File: config.mk
export PLATFORM = sky130hd
export DESIGN_NAME = amux_bus_arbiter
export DESIGN_NICKNAME = d
export VERILOG_FILES = /design/src/rtl/amux_bus_arbiter.sv
export SDC_FILE = /design/constraint.sdc
export NUM_CORES = 1
export LEC_CHECK = 0
export BUFFER_PORTS_ARGS = -buffer_cell sky130_fd_sc_hd__buf_2
export CORE_ASPECT_RATIO = 0.7
export CORE_MARGIN = 5
export CORE_UTILIZATION = 57
export DETAILED_ROUTE_END_ITERATION = 7
export GPL_ROUTABILITY_DRIVEN = 1
export GPL_TIMING_DRIVEN = 0
export PLACE_DENSITY = 0.79
export RECOVER_POWER = 25
export SLEW_MARGIN = 10
export SYNTH_ARGS = -nofsm -noshare
export SYNTH_HDL_FRONTEND = slang
export SYNTH_SLANG_ARGS = --single-unit
File: constraint.sdc
create_clock -name clk_i -period 2.6 [get_ports clk_i]
set_input_delay 0.13 -clock clk_i [delete_from_list [all_inputs] [get_ports clk_i]]
set_output_delay 0.13 -clock clk_i [all_outputs]
set_load 0.02 [all_outputs]
File: src/rtl/amux_bus_arbiter.sv
// ============================================================================
// amux_bus_arbiter : two-channel round-robin arbiter for the chip analog mux
//                    buses, with break-before-make and settle sequencing.
// Revision 1.0
// ============================================================================
`default_nettype none

module amux_bus_arbiter #(
   parameter int N_REQ         = 4,
   parameter int BBM_CYCLES    = 2,
   parameter int SETTLE_CYCLES = 3,
   parameter int CW            = 4
) (
   input  logic             clk_i,
   input  logic             resetn_i,
   input  logic             amux_en_i,
   input  logic [N_REQ-1:0] req_i,
   input  logic [N_REQ-1:0] bus_sel_i,
   output logic [N_REQ-1:0] gnt_o,
   output logic [N_REQ-1:0] sw_a_en_o,
   output logic [N_REQ-1:0] sw_b_en_o,
   output logic [1:0]       busy_o
);

   localparam int IW = $clog2(N_REQ);
   localparam logic [CW-1:0] C_BBM_LOAD    = CW'(BBM_CYCLES - 1);
   localparam logic [CW-1:0] C_SETTLE_LOAD = CW'(SETTLE_CYCLES - 1);

   typedef enum logic [2:0] {
      ST_IDLE    = 3'd0,
      ST_BREAK   = 3'd1,
      ST_SETTLE  = 3'd2,
      ST_GRANT   = 3'd3,
      ST_RELEASE = 3'd4
   } state_t;

   logic [N_REQ-1:0] gnt_ch_d [2];
   logic [N_REQ-1:0] sw_ch_q  [2];
   logic [1:0]       busy_ch_q;
   logic [N_REQ-1:0] gnt_q;

   for (genvar c = 0; c < 2; c++) begin : g_ch
      state_t           state_q, state_d;
      logic [CW-1:0]    cnt_q, cnt_d;
      logic [IW-1:0]    owner_q, owner_d;
      logic [IW-1:0]    ptr_q, ptr_d;
      logic [IW-1:0]    pick;
      logic [IW-1:0]    owner_nxt;
      logic             found;
      logic             owner_elig;
      logic [N_REQ-1:0] elig;
      logic [N_REQ-1:0] own_oh;
      logic [N_REQ-1:0] sw_q, sw_d;
      logic             busy_q;

      assign elig       = req_i & ((c == 1) ? bus_sel_i : ~bus_sel_i);
      assign owner_elig = elig[owner_q];
      assign owner_nxt  = (owner_q == IW'(N_REQ - 1)) ? '0 : owner_q + 1'b1;

      // First eligible requester at or after the round-robin pointer.
      always_comb begin
         int idx;
         idx   = 0;
         found = 1'b0;
         pick  = ptr_q;
         for (int i = 0; i < N_REQ; i++) begin
            idx = int'(ptr_q) + i;
            if (idx >= N_REQ) idx = idx - N_REQ;
            if (!found && elig[IW'(idx)]) begin
               found = 1'b1;
               pick  = IW'(idx);
            end
         end
      end

      always_comb begin
         state_d = state_q;
         cnt_d   = cnt_q;
         owner_d = owner_q;
         ptr_d   = ptr_q;
         if (!amux_en_i) begin
            state_d = ST_IDLE;
         end else begin
            case (state_q)
               ST_IDLE: begin
                  if (found) begin
                     owner_d = pick;
                     state_d = ST_BREAK;
                     cnt_d   = C_BBM_LOAD;
                  end
               end
               ST_BREAK, ST_SETTLE: begin
                  if (!owner_elig) begin
                     ptr_d   = owner_nxt;
                     state_d = ST_RELEASE;
                     cnt_d   = C_BBM_LOAD;
                  end else if (cnt_q == '0) begin
                     state_d = (state_q == ST_BREAK) ? ST_SETTLE : ST_GRANT;
                     cnt_d   = C_SETTLE_LOAD;
                  end else begin
                     cnt_d = cnt_q - 1'b1;
                  end
               end
               ST_GRANT: begin
                  if (!owner_elig) begin
                     ptr_d   = owner_nxt;
                     state_d = ST_RELEASE;
                     cnt_d   = C_BBM_LOAD;
                  end
               end
               ST_RELEASE: begin
                  if (cnt_q == '0) state_d = ST_IDLE;
                  else             cnt_d   = cnt_q - 1'b1;
               end
               default: state_d = ST_IDLE;
            endcase
         end
      end

      // Switch and grant are pure decodes of the next state, so opening
      // always coincides with leaving SETTLE/GRANT.
      always_comb begin
         own_oh = N_REQ'(1) << owner_d;
         sw_d   = '0;
         if (state_d == ST_SETTLE || state_d == ST_GRANT) sw_d = own_oh;
      end

      assign gnt_ch_d[c] = (state_d == ST_GRANT) ? own_oh : '0;

      always_ff @(posedge clk_i) begin
         if (!resetn_i) begin
            state_q <= ST_IDLE;
            cnt_q   <= '0;
            owner_q <= '0;
            ptr_q   <= '0;
            sw_q    <= '0;
            busy_q  <= 1'b0;
         end else begin
            state_q <= state_d;
            cnt_q   <= cnt_d;
            owner_q <= owner_d;
            ptr_q   <= ptr_d;
            sw_q    <= sw_d;
            busy_q  <= (state_d != ST_IDLE);
         end
      end

      assign sw_ch_q[c]   = sw_q;
      assign busy_ch_q[c] = busy_q;
   end

   always_ff @(posedge clk_i) begin
      if (!resetn_i) gnt_q <= '0;
      else           gnt_q <= gnt_ch_d[0] | gnt_ch_d[1];
   end

   assign gnt_o     = gnt_q;
   assign sw_a_en_o = sw_ch_q[0];
   assign sw_b_en_o = sw_ch_q[1];
   assign busy_o    = busy_ch_q;

endmodule

`default_nettype wire
==> impl_results.md <==
- Status: finished, final reports clean
- Starting density of the core: 0.581
- CP endpoint kind: flip-flop
- Leakage Power: 0.877 nW
- Max Transition Viols Final: 0
- First-pass GRT wire length: 7890 um
- Number of global-route vias before repair: 1692
- Overflow after GRT: 0
- Area Overhead vs Synth: 13.7%
- Clk slew on worst S/H paths: 70 ps
- Cells after synthesis: 228
- Clk sink count: 36
- Die footprint: 4820 sq um
- Via-to-Cell Ratio: 6.14
- Nets: 276
- Period utilization: 0.831
- H-tree depth: 2
- Minimum clock period after layout: 2160 ps
- Hold Path End: g_ch[1].owner_q[0]
- Clk Latency, worst-skew pair: 290 ps
- Final Instance Count excl. Fillers: 310
- Syn_nets: 245
- DR iter-0 viols: 204
- Synthesis Warnings: 0
- Root buf cell: clkbuf_8
- Hold depth: 2
- Top post-synthesis cells by count: dfxtp_1 (36), nor2_1 (19), nand2_1 (16), a21oi_1 (12), inv_1 (12)
- Final Hold Fails: 0
- DR pass1 iterations: 5
- Fmax: 463 MHz
- Number of setup buffers added after CTS: 0
- Ant diodes: 0
- Routed wire length: 4760 um
- Worst r2r path cells: 6
- Max VDD drop: 0.421 mV
- Synthesized area: 2000 sq um
- Hpwl dp: 3500 um
- FF+latch count, synth: 36
- Setup slack, reg-to-reg: 440 ps
- PortBufs: 24
- Die Wd: 80.8 um
- DR DRC count: 0
- Share of cells above drive strength 1: 0.135
- Worst Path Max Fanout: 9
- CTS tree: done
- ANT nets after route: 0
- Startpoint Class: flip-flop
- Least-Margin Pin Slew: 707 ps
- Max Cap Viol: 0
- Initial antenna violation count: 0
- Min Hold Slack: 132 ps
- Hold Path Origin: resetn_i
- Yosys top cell by area: dfxtp_1
- Distinct cells, synth: 59
- Final core utilization: 0.661
- Tot GR Track Use: 0.214
- Largest net degree at the start of global routing: 12
- IO Pins: 25
- Final setup TNS: 0 ps
- Drt wl/cell: 15.4 um
- Via Count: 1902
- Clock Path Buffers: 2
- Vertical die dimension: 59.6 um
- RSZ-0062 raised after global routing: false
- PwrDens: 584 nW/um^2
- Count leader, synth: dfxtp_1
- Syn_area_per_cell: 8.78 sq um
- Share of the synthesized area in the top cell type: 0.360
- Row Count: 18
- FF-to-FF Start: g_ch[1].cnt_q[0]
- Hold crit path type: input port to flip-flop
- Power Total: 1.33 mW
- Post-synthesis async set-or-reset flop share: 0
- Clk_skew: 4.41 ps
- Placeable Area: 3450 sq um
- Kind of critical path: flip-flop to flip-flop
- Final setup violation count: 0
- Sequential fraction of the synthesis area: 0.360
- Clock buffer count from CTS: 5
- Synth area leaders: dfxtp_1 (36%), ha_1 (3.8%), nor2_1 (3.6%)
- PostCTS Resize Cnt: 0
- Worst R2R End: gnt_o[0]
- Filler instances: 317
- Critical Path RT: 2800 ps
- Dominant register cell in the synthesized netlist: dfxtp_1
- Slew HR: 0.524
- Post-synth EDFFs: 0
- Arrival time worst endpoint: 2360 ps
- CTS hold repair buffers: 0
- Final GP Congestion: 0.839
- Dpl cells: 302
## cells by family (layout without fill, tap and decap cells)
group	after synthesis	after routing	synth area share
flops	36	36	0.360
buf+inv	20	52	0.0412
simple gates	95	95	0.271
fa+ha+maj	7	7	0.0425
xor+xnor	1	1	0.00438
compound gates	60	60	0.223
mux	9	9	0.0587
## report_power, final
group          switching (mW)  internal, mW
logic                   0.152        0.0964
clock network           0.205         0.284
registers              0.0200         0.573
total                   0.377         0.953
## cells in the final DEF, fill, tap and decap left out, types with 3 or more instances in the layout
cell type,count
nand2_1,16
o32ai_1,3
nand4_1,3
clkbuf_8,5
o21ai_0,6
or3_1,5
nor3b_1,5
nand2b_1,7
and3_1,4
nor2_1,19
o21ai_1,3
buf_2,12
nor4_1,6
o2111ai_1,5
nor3_1,8
mux2i_1,5
a21o_1,3
a31oi_1,4
a21oi_1,12
ha_1,6
nor2b_1,5
dfxtp_1,36
inv_1,12
clkbuf_1,19
## how the worst max path moves through the flow
| stage | startpoint | end | slack, ps |
|---|---|---|---|
| 2_1_floorplan | g_ch[0].cnt_q[0] | g_ch[0].cnt_q[2] | 670 |
| 3_3_place_gp | g_ch[0].cnt_q[0] | g_ch[0].cnt_q[2] | 540 |
| 3_5_place_dp | g_ch[0].cnt_q[0] | g_ch[0].cnt_q[0] | 490 |
| 4_1_cts | g_ch[1].cnt_q[0] | gnt_o[0] | 470 |
| 5_1_grt | g_ch[1].cnt_q[0] | gnt_o[0] | 310 |
| 6_report | g_ch[1].cnt_q[0] | gnt_o[0] | 440 |
## final cells by class
type | count | area, sq um | area share
multi-input combinational | 172 | 1200 | 0.526
sequential | 36 | 721 | 0.316
timing repair buffer | 24 | 105 | 0.0462
clock buffer | 6 | 72.6 | 0.0319
tap | 50 | 62.6 | 0.0275
inverter | 12 | 45.0 | 0.0198
buffer | 8 | 37.5 | 0.0165
clock inverter | 2 | 35.0 | 0.0154
## through the flow
| step | cell area, sq um | setup WS (ps) |
|---|---|---|
| after CTS | 2290 | 471 |
| after global routing | 2280 | 306 |
| final | 2280 | 440 |
| after detailed placement | 2180 | 489 |
| after floorplan | 2000 | 672 |
| after global placement | 2180 | 538 |
## flip-flops by register name, indices dropped and copies added (netlist names)
name	cells
gnt_o	4
g_ch.owner_q	4
g_ch.ptr_q	4
sw_b_en_o	4
g_ch.state_q	6
g_ch.cnt_q	8
g_ch.busy_q	2
sw_a_en_o	4
## critical path, stage by stage (launching register included)
cell     delay, ps
dfxtp_1        350
inv_1           90
ha_1           140
nor3b_2        500
o21ai_0        220
or4_1          540
o32ai_1        240
## metal layers
layer  GRT usage  routed length (um)
met1       0.293                2260
met2       0.324                2150
met3      0.0714                 302
met4      0.0530                  46
met5           0                   0
Power figures use the tool's default switching activity.
